### src/rtl/lpc_host_sequencer_pkg.sv
// Shared encodings for the LPC host sequencer.
// Host state codes mirror the host FSM; sequencer codes are local.
package lpc_host_sequencer_pkg;

  localparam logic [4:0] LPC_ST_IDLE        = 5'h00;
  localparam logic [4:0] LPC_ST_FORCE_RESET = 5'h10;

  typedef enum logic [2:0] {
    LPC_SEQ_ST_RST_HOLD = 3'd0,
    LPC_SEQ_ST_RELEASE  = 3'd1,
    LPC_SEQ_ST_IDLE     = 3'd2,
    LPC_SEQ_ST_FRAME    = 3'd3,
    LPC_SEQ_ST_STATUS   = 3'd4,
    LPC_SEQ_ST_WAIT     = 3'd5,
    LPC_SEQ_ST_RESP_OK  = 3'd6,
    LPC_SEQ_ST_RESP_ERR = 3'd7
  } lpc_seq_state_t;

  typedef struct packed {
    logic        write;
    logic        memory;
    logic [15:0] addr;
    logic [7:0]  data;
  } lpc_req_t;

endpackage

### src/rtl/lpc_host_sequencer.sv
// Command sequencer in front of the LPC host FSM: reset bring-up,
// frame/status pulses, completion detection, timeout and recovery.
module lpc_host_sequencer
  import lpc_host_sequencer_pkg::*;
#(
  parameter int RST_CYCLES     = 4,
  parameter int TIMEOUT_CYCLES = 64,
  parameter int CNT_W          = 8
) (
  input  logic        clk_i,
  input  logic        rst_i,
  input  logic        req_valid_i,
  output logic        req_ready_o,
  input  logic        req_write_i,
  input  logic        req_memory_i,
  input  logic [15:0] req_addr_i,
  input  logic [7:0]  req_data_i,
  output logic        rsp_valid_o,
  output logic [7:0]  rsp_data_o,
  output logic        rsp_error_o,
  output logic        busy_o,
  output logic [15:0] ctrl_addr_o,
  output logic [7:0]  ctrl_data_o,
  output logic        ctrl_nrst_o,
  output logic        ctrl_lframe_o,
  output logic        ctrl_rd_status_o,
  output logic        ctrl_wr_status_o,
  output logic        ctrl_memory_cycle_o,
  input  logic [7:0]  ctrl_data_i,
  input  logic        ctrl_ready_i,
  input  logic [4:0]  ctrl_host_state_i
);

  localparam logic [CNT_W-1:0] RST_LAST = CNT_W'(RST_CYCLES - 1);
  localparam logic [CNT_W-1:0] TMO_LAST = CNT_W'(TIMEOUT_CYCLES - 1);

  lpc_seq_state_t   state_q, state_n;
  logic [CNT_W-1:0] cnt_q, cnt_n;
  logic             armed_q, armed_n;
  lpc_req_t         req_q, req_d;

  logic host_idle, host_frst, accept, done, stat;
  logic nrst_d, lframe_d, rd_d, wr_d;
  logic rsp_valid_d, rsp_error_d, busy_d;
  logic [7:0] rsp_data_d;

  assign host_idle   = ctrl_host_state_i == LPC_ST_IDLE;
  assign host_frst   = ctrl_host_state_i == LPC_ST_FORCE_RESET;
  assign req_ready_o = (state_q == LPC_SEQ_ST_IDLE) && host_idle;
  assign accept      = req_valid_i && req_ready_o;
  // ready is level and stale from the last cycle until it drops once
  assign done        = armed_q && ctrl_ready_i;

  assign ctrl_addr_o         = req_q.addr;
  assign ctrl_data_o         = req_q.data;
  assign ctrl_memory_cycle_o = req_q.memory;

  always_ff @(posedge clk_i) begin
    if (rst_i) begin
      state_q          <= LPC_SEQ_ST_RST_HOLD;
      cnt_q            <= '0;
      armed_q          <= 1'b0;
      req_q            <= '0;
      ctrl_nrst_o      <= 1'b0;
      ctrl_lframe_o    <= 1'b1;
      ctrl_rd_status_o <= 1'b0;
      ctrl_wr_status_o <= 1'b0;
      rsp_valid_o      <= 1'b0;
      rsp_error_o      <= 1'b0;
      rsp_data_o       <= '0;
      busy_o           <= 1'b1;
    end else begin
      state_q          <= state_n;
      cnt_q            <= cnt_n;
      armed_q          <= armed_n;
      req_q            <= req_d;
      ctrl_nrst_o      <= nrst_d;
      ctrl_lframe_o    <= lframe_d;
      ctrl_rd_status_o <= rd_d;
      ctrl_wr_status_o <= wr_d;
      rsp_valid_o      <= rsp_valid_d;
      rsp_error_o      <= rsp_error_d;
      rsp_data_o       <= rsp_data_d;
      busy_o           <= busy_d;
    end
  end

  always_comb begin
    state_n = state_q;
    cnt_n   = cnt_q + CNT_W'(1);
    armed_n = armed_q;
    unique case (state_q)
      LPC_SEQ_ST_RST_HOLD: begin
        if (cnt_q == RST_LAST) begin
          state_n = LPC_SEQ_ST_RELEASE;
          cnt_n   = '0;
        end
      end
      LPC_SEQ_ST_RELEASE: begin
        if (host_idle) begin
          state_n = LPC_SEQ_ST_IDLE;
          cnt_n   = '0;
        end else if (cnt_q == TMO_LAST) begin
          state_n = LPC_SEQ_ST_RST_HOLD;
          cnt_n   = '0;
        end
      end
      LPC_SEQ_ST_IDLE: begin
        cnt_n = '0;
        if (accept) begin
          state_n = LPC_SEQ_ST_FRAME;
          armed_n = 1'b0;
        end
      end
      LPC_SEQ_ST_FRAME: state_n = LPC_SEQ_ST_STATUS;
      LPC_SEQ_ST_STATUS: begin
        state_n = LPC_SEQ_ST_WAIT;
        if (!ctrl_ready_i) armed_n = 1'b1;
      end
      LPC_SEQ_ST_WAIT: begin
        if (!ctrl_ready_i) armed_n = 1'b1;
        if (done) state_n = LPC_SEQ_ST_RESP_OK;
        else if (host_frst) state_n = LPC_SEQ_ST_RESP_ERR;
        else if (cnt_q == TMO_LAST) state_n = LPC_SEQ_ST_RESP_ERR;
      end
      LPC_SEQ_ST_RESP_OK: begin
        state_n = LPC_SEQ_ST_IDLE;
        cnt_n   = '0;
      end
      LPC_SEQ_ST_RESP_ERR: begin
        state_n = LPC_SEQ_ST_RST_HOLD;
        cnt_n   = '0;
      end
      default: begin
        state_n = LPC_SEQ_ST_RST_HOLD;
        cnt_n   = '0;
      end
    endcase
  end

  // outputs are decoded from the next state so they register alongside it
  always_comb begin
    req_d = req_q;
    if (accept) begin
      req_d.write  = req_write_i;
      req_d.memory = req_memory_i;
      req_d.addr   = req_addr_i;
      req_d.data   = req_data_i;
    end
    stat        = (state_n == LPC_SEQ_ST_STATUS) ||
                  (state_n == LPC_SEQ_ST_WAIT);
    nrst_d      = state_n != LPC_SEQ_ST_RST_HOLD;
    lframe_d    = state_n != LPC_SEQ_ST_FRAME;
    rd_d        = stat && !req_d.write;
    wr_d        = stat && req_d.write;
    rsp_valid_d = (state_n == LPC_SEQ_ST_RESP_OK) ||
                  (state_n == LPC_SEQ_ST_RESP_ERR);
    rsp_error_d = state_n == LPC_SEQ_ST_RESP_ERR;
    rsp_data_d  = '0;
    if (state_n == LPC_SEQ_ST_RESP_OK && !req_q.write)
      rsp_data_d = ctrl_data_i;
    busy_d      = state_n != LPC_SEQ_ST_IDLE;
  end

endmodule

### config.mk
export PLATFORM = sky130hd
export DESIGN_NAME = lpc_host_sequencer
export DESIGN_NICKNAME = d
export VERILOG_FILES = /design/src/rtl/lpc_host_sequencer_pkg.sv /design/src/rtl/lpc_host_sequencer.sv
export SDC_FILE = /design/constraint.sdc
export NUM_CORES = 1
export LEC_CHECK = 0
export ABC_CLOCK_PERIOD_IN_PS = 2300
export CAP_MARGIN = 30
export CORE_MARGIN = 8
export CORE_UTILIZATION = 44
export CTS_CLUSTER_SIZE = 25
export DETAILED_ROUTE_END_ITERATION = 16
export PLACE_DENSITY = 0.89
export SLEW_MARGIN = 10
export SYNTH_ARGS = -nofsm -noshare
export SYNTH_HDL_FRONTEND = slang
export SYNTH_SLANG_ARGS = --single-unit
### constraint.sdc
create_clock -name clk_i -period 2.3 [get_ports clk_i]
set_input_delay 0.46 -clock clk_i [delete_from_list [all_inputs] [get_ports clk_i]]
set_output_delay 0.46 -clock clk_i [all_outputs]
set_load 0.01 [all_outputs]
# After elaboration in Yosys (flattened, before gate mapping)
# Index checks and enable logic that the tools add are counted.
# totals
regBits	53
in_bits	43
out_inout_bits	41
word_cells	69
# classes
add_sub_neg	1
n_eq_ne	18
n_mux	16
bitwise_logic	1
n_reduce_logical	18
# op_table
operator	n
$mux W26	1
$eq A3 B3 Y1 const B	8
$mux W8	3
$pmux W3 S8	1
$pmux W8 S3	1
$mux W3	7
$add A8 B1 Y8 const B	1
$eq A8 B2 Y1 const B	1
$eq A8 B6 Y1 const B	1
$eq A3 B2 Y1 const B	2
$logic_and A1 B1 Y1	6
$ne A3 B2 Y1 const B	2
$eq A5 B5 Y1 const B	1
$logic_not A5 Y1	1
$ne A2 B2 Y1 const B	2
$reduce_or A2 Y1	2
$eq A3 B1 Y1 const B	1
$logic_not A3 Y1	1
$reduce_and A3 Y1	1
$reduce_bool A3 Y1	1
$reduce_or A3 Y1	1
$logic_not A1 Y1	2
$logic_or A1 B1 Y1	2
$mux W1	2
other kinds (3)	3

# Depth between registers and ports, before layout
# logic_depth
ltp_word	9
mapped_depth	6
ltp_nobuf	5

# Least setup slack after synthesis
# Ideal clock, no wire load.
# synth_path
kind	input to register
start	in ctrl_host_state_i[1]
end	reg ctrl_rd_status_o
setup_ns	0.060
arrival_time_ns	1.665
required_ns	2.240
path_slack_ns	0.575
stages	5
path_buffers	1
cell_sequence	nor4_4 -> and4_1 -> buf_6 -> mux2i_1 -> and3_1
# synth_between
elab_chain_cells	8
elab_cells_between_ends	15
classes_between	3 x eq/ne; 6 x mux; 6 x reduce/logical
# synth_rtl
element	line	text
start: declaration	lpc_host_sequencer.sv:31	input logic [4:0] ctrl_host_state_i
$logic_not A5 Y1	lpc_host_sequencer.sv:47	assign host_idle = ctrl_host_state_i == LPC_ST_IDLE;
$logic_and A1 B1 Y1	lpc_host_sequencer.sv:49	assign req_ready_o = (state_q == LPC_SEQ_ST_IDLE) && host_idle;
$logic_and A1 B1 Y1	lpc_host_sequencer.sv:50	assign accept = req_valid_i && req_ready_o;
$mux W3	lpc_host_sequencer.sv:110	if (accept) begin
$pmux W3 S8	lpc_host_sequencer.sv:92	unique case (state_q)
$eq A3 B3 Y1 (on tied branches)	lpc_host_sequencer.sv:150, lpc_host_sequencer.sv:151	
$logic_or A1 B1 Y1	lpc_host_sequencer.sv:150	stat = (state_n == LPC_SEQ_ST_STATUS) ||
$logic_and A1 B1 Y1 (*)	lpc_host_sequencer.sv:154	rd_d = stat && !req_d.write;
end signal: assignment	lpc_host_sequencer.sv:79	ctrl_rd_status_o <= rd_d;
end: declaration	lpc_host_sequencer.sv:26	output logic ctrl_rd_status_o,
# Mark *: on every way between the ends. The rest lies on a longest branch, timed or not.
# A chain may end at the register's enable or synchronous reset.

# Final worst setup path
# layout_path
start	in ctrl_host_state_i[1]
end	out req_ready_o
# layout_between
elab_chain_cells	2
# layout_rtl
element	line	text
$logic_not A5 Y1	lpc_host_sequencer.sv:47	
$logic_and A1 B1 Y1	lpc_host_sequencer.sv:49	
end: declaration	lpc_host_sequencer.sv:13	output logic req_ready_o,
# No other way between the ends.

==> flow_metrics.tcl <==
set metrics [dict create \
    vias_per_cell 4.78 \
    hp-class "flip-flop to flip-flop" \
    start_kind "input pin" \
    syn-cell-area_um2 2280 \
    synth_cells 260 \
    rows 26 \
    ctsHoldBuffers 0 \
    ir_drop_v 0.000430 \
    io_pins 84 \
    grt_max_degree 24 \
    drtAntennaViolNets 0 \
    top_layer "met4" \
    cts_resized 1 \
    grt_pass1_vias 1853 \
    cpPeakStageDelay_ps 440 \
    synth_top_area_cell "dfxtp_1" \
    met3WireLength_um 294 \
    post-dp-hpwl_mm 4.28 \
    final_layout_size_suffix_gt1_share_pct 9.48 \
    period_needed_ps 2100 \
    fin_skew_ps 12.7 \
    drc 0 \
    drt_wl_total_mm 5.48 \
    tightest_slew_ps 661 \
    hold_viol 0 \
    reg2reg_from "cnt_q[0]$_SDFF_PP0_" \
    yosys-top-cells-area "dfxtp_1 (47%), nand2_1 (8.6%), buf_4 (7.9%)" \
    p_leak_nw 1.14 \
    maxSlewHeadroom_pct 55.6 \
    grt_antenna_before_repair 0 \
    layout_common_cells "clkdlybuf4s50_1 (82), dfxtp_1 (53), nand2_1 (52), a21oi_1 (34), inv_1 (13)" \
    cp.depth 4 \
    crit_start "ctrl_host_state_i[1]" \
    swShare_pct 26.2 \
    worstHoldEndpoint "ctrl_addr_o[6]$_SDFFE_PP0P_" \
    syn_nets 304 \
    synth_cell_type_count 42 \
    setup_ws_ps 197 \
    synth_seq_cells 53 \
    status "completed" \
    grt_pass1_wl_mm 8.60 \
    clock-sinks 53 \
    final_common_cell "clkdlybuf4s50_1" \
    htreeDepth 2 \
    post-route-util_pct 61.8 \
    clock_path_buffers 2 \
    drtIter0Drc 62 \
    clk_pin_slew_ps 100 \
    reg2reg_depth 5 \
    fp.dieW_um 88.0 \
    start_util_pct 45.2 \
    endpoint_kind "output pin" \
    pre_cts_ws_ps -80.0 \
    multi_input_area_um2 891 \
    seqPwrFrac_pct 54.9 \
    insertion_delay_ps 310 \
    grt_setup_unrepaired "no" \
    firstDrtPassIters 5 \
    die_h_um 88.0 \
    crit_chain "clkdlybuf4s50_1, nor4_4, and3_2, dlygate4sd2_1" \
    diodes 0 \
    grt.overflow.total 0 \
    crit_slowest_cell "clkdlybuf4s50_1" \
    pwr-share-comb_pct 15.0 \
    powerDensity_nw_per_um2 570 \
    switching_power_mw 0.465 \
    nets 370 \
    critPathRequiredTime_ps 1840 \
    areaGrowthSynthToFinish_pct 36.6 \
    seq_area_frac_synth_pct 46.5 \
    slew_violations 0 \
    synth.avg_cell_area_um2 8.77 \
    maxCapViolCount 0 \
    cp.arrival_ps 1640 \
    cts_setup_buffers 0 \
    yosys_warnings 0 \
    seq_area_um2 1060 \
    cts_buffers 5 \
    portBuffers 83 \
    root_buffer "clkbuf_8" \
    place_area_um2 3020 \
    cp_num_buf_inv 2 \
    wl_met2_mm 2.89 \
    hold_depth 2 \
    rr_endpoint "rsp_data_o[4]$_SDFF_PP0_" \
    fin_crit_sh_pct 91.4 \
    rrSetupSlack_ps 340 \
    finalPower_mw 1.78 \
    yosysTopAreaCellShare_pct 46.5 \
    report.final.setup_viol 0 \
    clkPwrFrac_pct 30.1 \
    m1WireLength_mm 2.23 \
    min_from "ctrl_addr_o[6]$_SDFFE_PP0P_" \
    core_um2 5040 \
    gp_congestion 0.889 \
    nFillCells 436 \
    cp_max_fo 2 \
    critPathTopFamily "buffers and inverters" \
    grt_use_total_pct 14.2 \
    vias 1899 \
    fmax_ghz 0.476 \
    final_area_um2 3110 \
    intPower_mw 1.31 \
    cts_tree "built" \
    wl_per_cell_um 13.8 \
    die-area_um2 7740 \
    crit_type "input pin to output pin" \
]
## metrics by stage
stage,hold slack [ps],setup TNS [ps],instances
after floorplan,433,0,260
final,458,0,397
after global routing,477,0,397
after global placement,442,-72.5,389
after detailed placement,446,-80.0,389
after CTS,461,0,397
## routing by layer
| metal | global-route usage [%] | vias to the layer above |
|---|---|---|
| li1 | - | 983 |
| met1 | 15.1 | 868 |
| met2 | 25.8 | 42 |
| met3 | 4.03 | 6 |
| met4 | 5.00 | 0 |
| met5 | 0 | - |
## worst max path at each step
stage	to	slack, ps
finish	req_ready_o	200
global route	req_ready_o	110
CTS	req_ready_o	190
detailed placement	req_ready_o	-80
global placement	req_ready_o	-70
floorplan	ctrl_rd_status_o$_SDFF_PP0_	580
## synthesized netlist by cell type
cell type	count
dfxtp_1	53
nand2_1	52
a21oi_1	34
buf_4	24
inv_1	13
nand3_1	9
nor3_1	8
nor2_1	7
xor2_1	5
buf_6	4
o21ai_0	4
a31oi_1	3
and3_1	3
buf_2	3
clkbuf_1	3
nor2b_1	3
a2111oi_0	2
a221o_2	2
and4_1	2
clkbuf_8	2
nand2b_1	2
nand4_2	2
a21boi_1	1
a221oi_1	1
a22oi_1	1
a32oi_1	1
and2_1	1
and2_2	1
and3_2	1
ha_1	1
mux2i_1	1
nand3b_1	1
nand4_1	1
nor3b_2	1
nor4_1	1
nor4_2	1
nor4_4	1
o2111a_1	1
o2111ai_2	1
o211ai_2	1
or3b_1	1
xnor2_1	1
## area by class of cell
type	instances	share of cell area (%)
sequential	53	34.1
clock buffer	5	2.21
tap	70	2.81
clock inverter	3	0.804
multi-input combinational	158	28.6
timing repair buffer	95	29.9
inverter	13	1.57
## tightest hold or removal path: stages, from the launching register on
cell and delay, ps:
dfxtp_1 320, nand2_1 50, a21oi_1 50
## power by group through the flow
stage	combinational, mW	sequential (mW)	clock [mW]
finish	0.266	0.975	0.535
global route	0.297	0.978	0.591
CTS	0.268	0.974	0.560
detailed placement	0.266	0.995	0
global placement	0.258	0.994	0
floorplan	0.140	0.990	0
## sequential cells by signal, summed over array words and instances (netlist names), 3 cells and up
signal	count
ctrl_addr_o	16
ctrl_data_o	8
rsp_data_o	8
state_q	3
cnt_q	8
## logic make-up (layout without fill, tap and decap cells)
family | count (synthesis) | count (layout) | synth area share, %
simple gates | 98 | 98 | 21.7
flops | 53 | 53 | 46.5
compound gates | 52 | 52 | 14.1
buf+inv | 49 | 116 | 14.4
xor+xnor | 6 | 6 | 2.31
fa+ha+maj | 1 | 1 | 0.549
mux | 1 | 1 | 0.439
(Power assumes the default switching activity.)
